### config.mk
export PLATFORM = sky130hd
export DESIGN_NAME = booth_mult_unit
export DESIGN_NICKNAME = d
export VERILOG_FILES = /design/src/rtl/cl_adder.sv /design/src/rtl/booth_mult_unit.sv
export SDC_FILE = /design/constraint.sdc
export NUM_CORES = 1
export LEC_CHECK = 0
export ABC_CLOCK_PERIOD_IN_PS = 4650
export BUFFER_PORTS_ARGS = -buffer_cell sky130_fd_sc_hd__buf_2
export CORE_UTILIZATION = 53
export CTS_BUF_LIST = sky130_fd_sc_hd__clkbuf_4 sky130_fd_sc_hd__clkbuf_8 sky130_fd_sc_hd__clkbuf_16
export DETAILED_ROUTE_END_ITERATION = 7
export GPL_TIMING_DRIVEN = 0
export PLACE_DENSITY = 0.77
export SLEW_MARGIN = 30
export SYNTH_ARGS = -nofsm -noshare
export SYNTH_HDL_FRONTEND = slang
export SYNTH_SLANG_ARGS = --single-unit
### constraint.sdc
create_clock -name clk -period 4.65 [get_ports clk]
set_clock_uncertainty 0.1 [all_clocks]
set_input_delay 0.465 -clock clk [delete_from_list [all_inputs] [get_ports clk]]
set_output_delay 0.465 -clock clk [all_outputs]
set_load 0.05 [all_outputs]
### src/rtl/cl_adder.sv
// ---------------------------------------------------------------------------
// cl_adder : WIDTH-bit carry-lookahead adder (purely combinational).
//
// Carries are resolved in 4-bit groups: each group produces a group
// generate/propagate pair, group carries are chained from those pairs, and
// the carries inside a group are then derived from the group carry-in.
//
// Ports:
//   a    in  WIDTH  addend
//   b    in  WIDTH  addend
//   cin  in  1      carry into bit 0
//   sum  out WIDTH  a + b + cin (low WIDTH bits)
//   cout out 1      carry out of bit WIDTH-1
// ---------------------------------------------------------------------------
module cl_adder #(
  parameter int WIDTH = 32
) (
  input  logic [WIDTH-1:0] a,
  input  logic [WIDTH-1:0] b,
  input  logic             cin,
  output logic [WIDTH-1:0] sum,
  output logic             cout
);

  localparam int GROUPS = (WIDTH + 3) / 4;
  localparam int PW     = GROUPS * 4;

  logic [PW-1:0]     a_pad_s;
  logic [PW-1:0]     b_pad_s;
  logic [PW-1:0]     gen_s;
  logic [PW-1:0]     prop_s;
  logic [PW:0]       carry_s;
  logic [GROUPS-1:0] grp_gen_s;
  logic [GROUPS-1:0] grp_prop_s;
  logic [GROUPS:0]   grp_carry_s;
  logic [PW-1:0]     sum_pad_s;

  // Group lookahead carry network and sum formation.
  always_comb begin
    a_pad_s              = {PW{1'b0}};
    b_pad_s              = {PW{1'b0}};
    a_pad_s[WIDTH-1:0]   = a;
    b_pad_s[WIDTH-1:0]   = b;
    gen_s                = a_pad_s & b_pad_s;
    prop_s               = a_pad_s ^ b_pad_s;
    grp_gen_s            = {GROUPS{1'b0}};
    grp_prop_s           = {GROUPS{1'b0}};
    grp_carry_s          = {(GROUPS+1){1'b0}};
    carry_s              = {(PW+1){1'b0}};
    grp_carry_s[0]       = cin;
    for (int k = 0; k < GROUPS; k++) begin
      grp_gen_s[k]  = gen_s[4*k+3]
                    | (prop_s[4*k+3] & gen_s[4*k+2])
                    | (prop_s[4*k+3] & prop_s[4*k+2] & gen_s[4*k+1])
                    | (prop_s[4*k+3] & prop_s[4*k+2] & prop_s[4*k+1] & gen_s[4*k]);
      grp_prop_s[k] = &prop_s[4*k +: 4];
      grp_carry_s[k+1] = grp_gen_s[k] | (grp_prop_s[k] & grp_carry_s[k]);
    end
    for (int k = 0; k < GROUPS; k++) begin
      carry_s[4*k] = grp_carry_s[k];
      for (int i = 0; i < 3; i++) begin
        carry_s[4*k+i+1] = gen_s[4*k+i] | (prop_s[4*k+i] & carry_s[4*k+i]);
      end
    end
    carry_s[PW] = grp_carry_s[GROUPS];
    sum_pad_s   = prop_s ^ carry_s[PW-1:0];
  end

  assign sum  = sum_pad_s[WIDTH-1:0];
  assign cout = carry_s[WIDTH];

endmodule

### src/rtl/booth_mult_unit.sv
// ---------------------------------------------------------------------------
// booth_mult_unit : iterative radix-2 Booth signed multiplier.
//
// One Booth step per clock. The WIDTH-bit part of each accumulator update
// goes through a single cl_adder; the extra accumulator sign bit is formed
// from the operand sign bits and the adder carry out. After WIDTH steps the
// low product half and an overflow flag are registered and a one-cycle ready
// pulse is issued.
//
// Optional feature macro: BOOTH_MULT_EARLY_TERM_EN
//   When defined, a zero operand at the start edge skips the iterations and
//   goes straight to DONE with a zero result.
//
// Ports:
//   clk             in  1      rising-edge clock
//   reset_n         in  1      asynchronous active-low reset
//   ctrl_MULT       in  1      start pulse, operands sampled on the same edge
//   data_operandA   in  WIDTH  multiplicand (two's complement)
//   data_operandB   in  WIDTH  multiplier (two's complement)
//   data_result     out WIDTH  low WIDTH bits of the product
//   data_exception  out 1      product does not fit in signed WIDTH bits
//   data_resultRDY  out 1      one-cycle result-valid pulse
//   busy            out 1      high while iterating
// ---------------------------------------------------------------------------
module booth_mult_unit #(
  parameter int WIDTH = 32
) (
  input  logic             clk,
  input  logic             reset_n,
  input  logic             ctrl_MULT,
  input  logic [WIDTH-1:0] data_operandA,
  input  logic [WIDTH-1:0] data_operandB,
  output logic [WIDTH-1:0] data_result,
  output logic             data_exception,
  output logic             data_resultRDY,
  output logic             busy
);

  localparam int CW = (WIDTH > 1) ? $clog2(WIDTH) : 1;
  localparam logic [CW-1:0] CNT_LAST = CW'(WIDTH - 1);

  typedef enum logic [1:0] {
    S_IDLE = 2'd0,
    S_RUN  = 2'd1,
    S_DONE = 2'd2
  } state_t;

  // High when the bits of v are not all identical (upper product half plus
  // the sign bit of the lower half disagree -> result overflowed).
  function automatic logic not_all_equal(input logic [WIDTH:0] v);
    return !((&v) || (~|v));
  endfunction

  state_t           state_r, state_nx;
  logic [CW-1:0]    cnt_r, cnt_nx;
  logic [WIDTH:0]   acc_r, acc_nx;
  logic [WIDTH-1:0] q_r, q_nx;
  logic             q1_r, q1_nx;
  logic [WIDTH:0]   m_r, m_nx;
  logic [WIDTH-1:0] result_r, result_nx;
  logic             exc_r, exc_nx;
  logic             rdy_r, rdy_nx;
  logic             busy_r, busy_nx;

  logic [WIDTH:0]   add_b_s;
  logic             add_cin_s;
  logic [WIDTH-1:0] add_sum_s;
  logic             add_cout_s;
  logic [WIDTH:0]   acc_sum_s;
  logic [WIDTH:0]   acc_sh_s;
  logic [WIDTH-1:0] q_sh_s;
  logic             q1_sh_s;

  // Booth recoding: pick +M, -M (as ~M with carry-in) or nothing.
  always_comb begin
    add_b_s   = {(WIDTH+1){1'b0}};
    add_cin_s = 1'b0;
    case ({q_r[0], q1_r})
      2'b01: begin
        add_b_s   = m_r;
        add_cin_s = 1'b0;
      end
      2'b10: begin
        add_b_s   = ~m_r;
        add_cin_s = 1'b1;
      end
      default: begin
        add_b_s   = {(WIDTH+1){1'b0}};
        add_cin_s = 1'b0;
      end
    endcase
  end

  cl_adder #(
    .WIDTH (WIDTH)
  ) u_cl_adder (
    .a    (acc_r[WIDTH-1:0]),
    .b    (add_b_s[WIDTH-1:0]),
    .cin  (add_cin_s),
    .sum  (add_sum_s),
    .cout (add_cout_s)
  );

  // Top accumulator bit: sum bit WIDTH = a ^ b ^ carry-in to that bit.
  assign acc_sum_s = {acc_r[WIDTH] ^ add_b_s[WIDTH] ^ add_cout_s, add_sum_s};

  // Arithmetic shift right of the whole {ACC, Q, q_1} register by one.
  assign acc_sh_s = {acc_sum_s[WIDTH], acc_sum_s[WIDTH:1]};
  assign q_sh_s   = {acc_sum_s[0], q_r[WIDTH-1:1]};
  assign q1_sh_s  = q_r[0];

  // Next-state and datapath update; a start request always wins over the
  // current state, which gives abort-and-restart in RUN and back-to-back
  // starts from DONE.
  always_comb begin
    state_nx  = state_r;
    cnt_nx    = cnt_r;
    acc_nx    = acc_r;
    q_nx      = q_r;
    q1_nx     = q1_r;
    m_nx      = m_r;
    result_nx = result_r;
    exc_nx    = exc_r;
    rdy_nx    = 1'b0;
    busy_nx   = busy_r;
    if (ctrl_MULT) begin
      acc_nx   = {(WIDTH+1){1'b0}};
      q_nx     = data_operandB;
      q1_nx    = 1'b0;
      m_nx     = {data_operandA[WIDTH-1], data_operandA};
      cnt_nx   = {CW{1'b0}};
      state_nx = S_RUN;
      busy_nx  = 1'b1;
`ifdef BOOTH_MULT_EARLY_TERM_EN
      if ((data_operandA == {WIDTH{1'b0}}) || (data_operandB == {WIDTH{1'b0}})) begin
        state_nx  = S_DONE;
        busy_nx   = 1'b0;
        result_nx = {WIDTH{1'b0}};
        exc_nx    = 1'b0;
        rdy_nx    = 1'b1;
      end else begin
        state_nx  = S_RUN;
      end
`endif
    end else begin
      case (state_r)
        S_IDLE: begin
          busy_nx = 1'b0;
        end
        S_RUN: begin
          acc_nx = acc_sh_s;
          q_nx   = q_sh_s;
          q1_nx  = q1_sh_s;
          cnt_nx = cnt_r + CW'(1);
          if (cnt_r == CNT_LAST) begin
            state_nx  = S_DONE;
            busy_nx   = 1'b0;
            result_nx = q_sh_s;
            exc_nx    = not_all_equal({acc_sh_s[WIDTH-1:0], q_sh_s[WIDTH-1]});
            rdy_nx    = 1'b1;
          end else begin
            state_nx  = S_RUN;
          end
        end
        S_DONE: begin
          state_nx = S_IDLE;
          busy_nx  = 1'b0;
        end
        default: begin
          state_nx = S_IDLE;
          busy_nx  = 1'b0;
        end
      endcase
    end
  end

  // State and datapath registers; reset discards any in-flight operation.
  always_ff @(posedge clk or negedge reset_n) begin
    if (!reset_n) begin
      state_r  <= S_IDLE;
      cnt_r    <= {CW{1'b0}};
      acc_r    <= {(WIDTH+1){1'b0}};
      q_r      <= {WIDTH{1'b0}};
      q1_r     <= 1'b0;
      m_r      <= {(WIDTH+1){1'b0}};
      result_r <= {WIDTH{1'b0}};
      exc_r    <= 1'b0;
      rdy_r    <= 1'b0;
      busy_r   <= 1'b0;
    end else begin
      state_r  <= state_nx;
      cnt_r    <= cnt_nx;
      acc_r    <= acc_nx;
      q_r      <= q_nx;
      q1_r     <= q1_nx;
      m_r      <= m_nx;
      result_r <= result_nx;
      exc_r    <= exc_nx;
      rdy_r    <= rdy_nx;
      busy_r   <= busy_nx;
    end
  end

  assign data_result    = result_r;
  assign data_exception = exc_r;
  assign data_resultRDY = rdy_r;
  assign busy           = busy_r;

endmodule

==> results.toml, run 1 <==
[run_status]
status = "finished, violations left"
violations = "setup timing"

[power]
power.density_nw_per_um2 = 444
leakage_nw = 4.42
peakVddDrop_mv = 0.326

[routing]
viasPerCell = 5.65
drtPass1Iterations = 5
drt_iter0_markers = 437
drc = 0
num_vias = 5896
wl_per_cell_um = 17.4
antenna_left = 0
wirelength_mm = 18.2

[clock_tree]
clk_latency_ns = 0.43
cts_made_buffers = 17
cts_sinks = 139
cts_max_level = 4
path_clk_slew_ns = 0.06
cts_buffer_depth = 2
cts_tree = "yes"
cts-root-buf = "clkbuf_16"

[yosys]
yosys_warnings = 0
syn-num-nets = 835
syn_inst = 710
synth-seq-cells = 139
synth_cell_type_count = 45
ys_seq_area_share_pct = 46.1
netlist_area_um2 = 7550
syn_avg_cell_area_um2 = 10.6

[global_route]
busiest_layer = "met2"
grt_usage_pct = 25.9
grt_max_degree = 73
grt_pass1_vias = 5728
grt_overflow_total = 0
antenna_found_initial = 0
use_met1_pct = 35.0
grt_pass1_wl_mm = 28.7
grtUsageMet3_pct = 5.45
met2_usage_pct = 40.9

[placement]
placed_area_um2 = 8350
place_hpwl_mm = 12.0
dp_worst_setup_slack_ns = -0.578
port_buffers = 100
place_congestion = 0.880

[min_path]
hp-class = "in -> reg"
hold_depth = 3

[die]
fp.coreArea_um2 = 13900
dieHeight_um = 121
start_util_pct = 54.4
dieArea_um2 = 14700
io_pins = 102
num_rows = 43
die_w_um = 121

[sta]
max_freq_mhz = 191
period_share_pct = 113
post-route-min-period_ns = 5.25
fin_tns_setup_ns = -0.596
hold_slack_ns = 0.152
rsz0062_at_grt = "true"
relSlewSlack_pct = 53.3
final.setup.worst_slack_ns = -0.596
setup_violations = 1
finalHoldViolations = 0
report.final.slew_viol_count = 0
tightest_slew_ns = 0.701

[worst_setup_path]
worst-path-max-fanout = 10
critPathRequiredTime_ns = 4.86
cp-start-kind = "flop"
reg2reg_depth = 21
r2r-start = "q1_r$_DFFE_PN0P_"
rrSetupSlack_ns = -0.60
worst_r2r_endpoint = "data_exception$_DFFE_PN0P_"
path_class = "reg -> reg"
endpoint_kind = "flop"
setup.worst_path.end = "data_exception$_DFFE_PN0P_"
cp-startpoint = "q1_r$_DFFE_PN0P_"
cp.arrival_ns = 5.46

[final_layout]
num_antenna_cells = 0
layout.nets = 975
area_growth_pct = 23.9
drive_gt1_share_pct = 29.8
finish.instance_area_um2 = 9350

[run]
cap_violations = 0
## cell usage after synthesis, drive strengths merged
master | n | area [um2]
a2111oi | 1 | 27.5
a211oi | 19 | 148
a21boi | 1 | 7.51
a21o | 6 | 47.6
a21oi | 31 | 163
a22oi | 2 | 15.0
a2bb2oi | 1 | 15.0
a31oi | 1 | 6.26
and2 | 1 | 6.26
and3 | 2 | 12.5
and4 | 2 | 17.5
buf | 13 | 56.3
clkbuf | 23 | 86.3
dfrtp | 139 | 3480
fa | 24 | 480
ha | 34 | 425
inv | 52 | 195
mux2 | 64 | 724
mux2i | 33 | 330
nand2 | 98 | 368
nand2b | 2 | 12.5
nand3 | 2 | 10.0
nand4 | 17 | 106
nor2 | 42 | 158
nor2b | 1 | 6.26
nor3b | 2 | 20.0
nor4 | 10 | 62.6
o211ai | 1 | 7.51
o21a | 24 | 180
o21ai | 46 | 238
o21ba | 2 | 20.0
o21bai | 1 | 7.51
or3 | 1 | 6.26
or4 | 1 | 7.51
xnor2 | 9 | 78.8
xor2 | 2 | 17.5
## flip-flops by register name, summed over array words and instances (netlist names)
register / count
data_exception: 1
state_r: 2
acc_r: 32
q_r: 32
cnt_r: 5
m_r: 32
data_result: 32
q1_r: 1
data_resultRDY: 1
busy: 1
## repair_timing
action / 4_1_cts / 5_1_grt
resized for setup: 4 / 25
hold buffers: 1 / 0
endpoints found under the hold margin: 67 / 0
endpoints found under the setup margin: 1 / 3
gates cloned: 0 / 1
buffers inserted: 1 / 17
pin swaps: 2 / 17
## worst max-delay path: stages, from the launching register on
cell and delay [ns]:
dfrtp_1 0.36, inv_2 0.07, buf_12 0.13, nand2_8 0.10
buf_8 0.17, o21ai_0 0.10, ha_1 0.36, nand2_1 0.08
o21ai_2 0.18, o21ba_4 0.20, a21o_2 0.22, o21ba_2 0.24
nor2_1 0.11, nor2_1 0.08, fa_2 0.42, fa_2 0.39
fa_2 0.58, nand4_1 0.10, or4_4 0.45, nor4_4 0.27
mux2i_1 0.15, mux2_4 0.28
## where the power goes
part           total, W  internal [W]  switching [W]
Combinational   0.00109      0.000481       0.000606
Clock           0.00159       0.00106       0.000525
Sequential      0.00148       0.00135       0.000124
## area by class of cell
class | instances | area, um2
clock inverter | 10 | 210
buffer | 36 | 203
fill | 1062 | 4530
tap | 180 | 225
inverter | 52 | 195
multi-input combinational | 483 | 3840
timing repair buffer | 121 | 721
clock buffer | 22 | 482
sequential | 139 | 3480
## worst min-delay path by stage
stage,from,end,slack [ns]
2_1_floorplan,reset_n,acc_r[0]$_DFFE_PN0P_,0.07
3_3_place_gp,busy$_DFFE_PN0P_,busy$_DFFE_PN0P_,0.36
3_5_place_dp,reset_n,data_result[20]$_DFFE_PN0P_,0.36
4_1_cts,data_operandB[13],q_r[13]$_DFFE_PN0P_,0.14
5_1_grt,data_operandB[27],q_r[27]$_DFFE_PN0P_,0.14
6_report,data_operandB[13],q_r[13]$_DFFE_PN0P_,0.15
## layout by cell type, fill, tap and decap left out, types with 3 or more instances in the layout
cell / count
a211oi_1: 18
a21o_1: 4
a21oi_1: 29
buf_1: 5
buf_2: 105
buf_4: 17
buf_8: 5
bufinv_16: 6
clkbuf_1: 19
clkbuf_16: 18
clkbuf_8: 3
dfrtp_1: 138
fa_1: 18
fa_2: 6
ha_1: 32
inv_1: 51
mux2_2: 63
mux2i_1: 33
nand2_1: 97
nand4_1: 17
nor2_1: 41
nor4_1: 7
o21a_1: 24
o21ai_0: 42
xnor2_1: 9
## kinds of logic (layout without fill, tap and decap cells)
family | count (synthesis) | after routing | synth area share, %
AO/OA/AOI/OAI | 136 | 136 | 11.7
XOR/XNOR | 11 | 11 | 1.28
adder cells (fa/ha/maj) | 58 | 58 | 12.0
buffers and inverters | 88 | 241 | 4.48
flip-flops | 139 | 139 | 46.1
multiplexers | 97 | 97 | 14.0
AND/OR/NAND/NOR | 181 | 181 | 10.5
## through the flow
step	power [W]	util [%]	instances
6_report	0.00415	67.4	1043
5_1_grt	0.00434	67.4	1043
4_1_cts	0.00405	65.5	1025
3_5_place_dp	0.00243	60.2	991
3_3_place_gp	0.00240	59.9	990
2_1_floorplan	0.00216	-	710
## routing by layer
layer	wire length [um]	share of wire [%]
met1	7820	43
met2	8850	49
met3	1170	6.4
met4	348	1.9
met5	0	0
Power figures use the tool's default switching activity.
==> run 2, diff against run 1 <==
Settings changed: CELL_PAD_IN_SITES_DETAIL_PLACEMENT from default to 2, CELL_PAD_IN_SITES_GLOBAL_PLACEMENT from default to 2, CORE_UTILIZATION 53 to 34, CTS_CLUSTER_SIZE from default to 10, PLACE_DENSITY 0.77 to default, PLACE_DENSITY_LB_ADDON from default to 0.1.
==> results.toml, run 2 (synthesis results as in run 1) <==
[sta]
setup_violations = 1
post-route-min-period_ns = 5.30
hold_slack_ns = 0.154
max_freq_mhz = 189
finalHoldViolations = 0
relSlewSlack_pct = 43.2
final.setup.worst_slack_ns = -0.653
report.final.slew_viol_count = 0
rsz0062_at_grt = "true"
period_share_pct = 114
tightest_slew_ns = 0.851

[worst_setup_path]
endpoint_kind = "flop"
worst-path-max-fanout = 10
cp-startpoint = "q1_r$_DFFE_PN0P_"
cp.arrival_ns = 5.51
cp-start-kind = "flop"
critPathRequiredTime_ns = 4.86
r2r-start = "q1_r$_DFFE_PN0P_"
reg2reg_depth = 20
path_class = "reg -> reg"

[die]
fp.coreArea_um2 = 21800
io_pins = 102
start_util_pct = 34.6
num_rows = 54
dieHeight_um = 151
dieArea_um2 = 22800
die_w_um = 151

[power]
power.density_nw_per_um2 = 424
leakage_nw = 4.32
peakVddDrop_mv = 0.191
total_power_w = 0.00394

[final_layout]
final_core_util_pct = 42.6
final_common_cell = "dfrtp_1"
final_cell_mix = "dfrtp_1 (138), buf_2 (105), nand2_1 (97)"
num_antenna_cells = 0
drive_gt1_share_pct = 29.4
area_growth_pct = 23.1
layout.nets = 968
final_cells = 1136

[global_route]
grt_pass1_wl_mm = 36.7
grt_usage_pct = 21.6
use_met1_pct = 28.3
grt_max_degree = 88
met2_usage_pct = 36.9
antenna_found_initial = 0
grt_pass1_vias = 6584
busiest_layer = "met2"
grt_overflow_total = 0
grtUsageMet3_pct = 3.67

[routing]
wirelength_mm = 23.3
drtPass1Iterations = 4
viasPerCell = 5.18
num_vias = 5883
antenna_left = 0
drt_iter0_markers = 164
wl_per_cell_um = 20.5
drc = 0

[clock_tree]
cts_tree = "yes"
cts-root-buf = "clkbuf_16"
cts_max_level = 4
path_clk_slew_ns = 0.07
cts_buffer_depth = 2
clk_latency_ns = 0.42
cts_sinks = 139
cts_made_buffers = 17

[run_status]
status = "finished, violations left"
violations = "setup timing"

[min_path]
hp-start = "data_operandB[4]"
hp-class = "in -> reg"
hold_depth = 3

[placement]
place_hpwl_mm = 16.6
port_buffers = 100
place_congestion = 0.804
dp_worst_setup_slack_ns = -0.864
dp_cells = 1091

[run]
cap_violations = 0
[run 2: path summary, 6_finish.rpt]
check	slack (ns)	endpoint
min in group asynchronous	0.45	acc_r[9]$_DFFE_PN0P_
min reg2reg	0.40	data_result[14]$_DFFE_PN0P_
min	0.15	q_r[4]$_DFFE_PN0P_
max in group asynchronous	3.16	q_r[0]$_DFFE_PN0P_
max	-0.65	data_exception$_DFFE_PN0P_
max reg2reg	-0.65	data_exception$_DFFE_PN0P_
[run 2: layer usage]
layer / vias to the layer above / share of wire [%]
li1: 2709 / -
met1: 3074 / 46
met2: 78 / 51
met3: 22 / 2.0
met4: 0 / 1.2
met5: - / 0
[run 2: cell type report]
| type | count | area (um2) |
|---|---|---|
| plain buffers | 36 | 198 |
| clock buffers | 20 | 460 |
| clock inverters | 12 | 113 |
| fillers | 2337 | 12500 |
| inverters | 52 | 195 |
| multi-input cells | 483 | 3860 |
| flip-flops and latches | 139 | 3480 |
| well taps | 280 | 350 |
| repair buffers | 114 | 638 |
[run 2: critical path, cell delays in order (launching register included)]
cell      delay, ns
dfrtp_1        0.39
inv_2          0.11
nor2_4         0.07
clkbuf_8       0.18
nand2_1        0.07
o21a_1         0.15
inv_1          0.06
ha_1           0.30
nand4_1        0.15
or3_4          0.44
a211oi_4       0.28
o21ai_1        0.10
and2_1         0.18
fa_2           0.38
fa_2           0.38
fa_2           0.57
nand4_1        0.10
or4_4          0.45
nor4_4         0.28
mux2i_1        0.15
mux2_4         0.29
[run 2: power breakdown]
part | internal, W | switching (W) | total [W] | leakage, nW
Combinational | 0.000467 | 0.000643 | 0.00111 | 2.28
Clock | 0.000774 | 0.000572 | 0.00135 | 0.269
Sequential | 0.00135 | 0.000129 | 0.00148 | 1.77
Total | 0.00259 | 0.00134 | 0.00394 | 4.32
[run 2: timing repair]
item,in CTS,in global routing
hold endpoints to repair,52,0
pin swaps,4,9
hold buffers,1,0
gates cloned,0,0
buffers inserted,2,10
gates resized for setup,13,11
setup endpoints to repair,2,5
[run 2: metrics by stage]
step                      cell area (um2)  TNS [ns]
final                                9290    -0.653
after global routing                 9290    -0.914
after global placement               8440    -0.838
after CTS                            9140    -0.704
after floorplan                      7590         0
after detailed placement             8480    -0.913
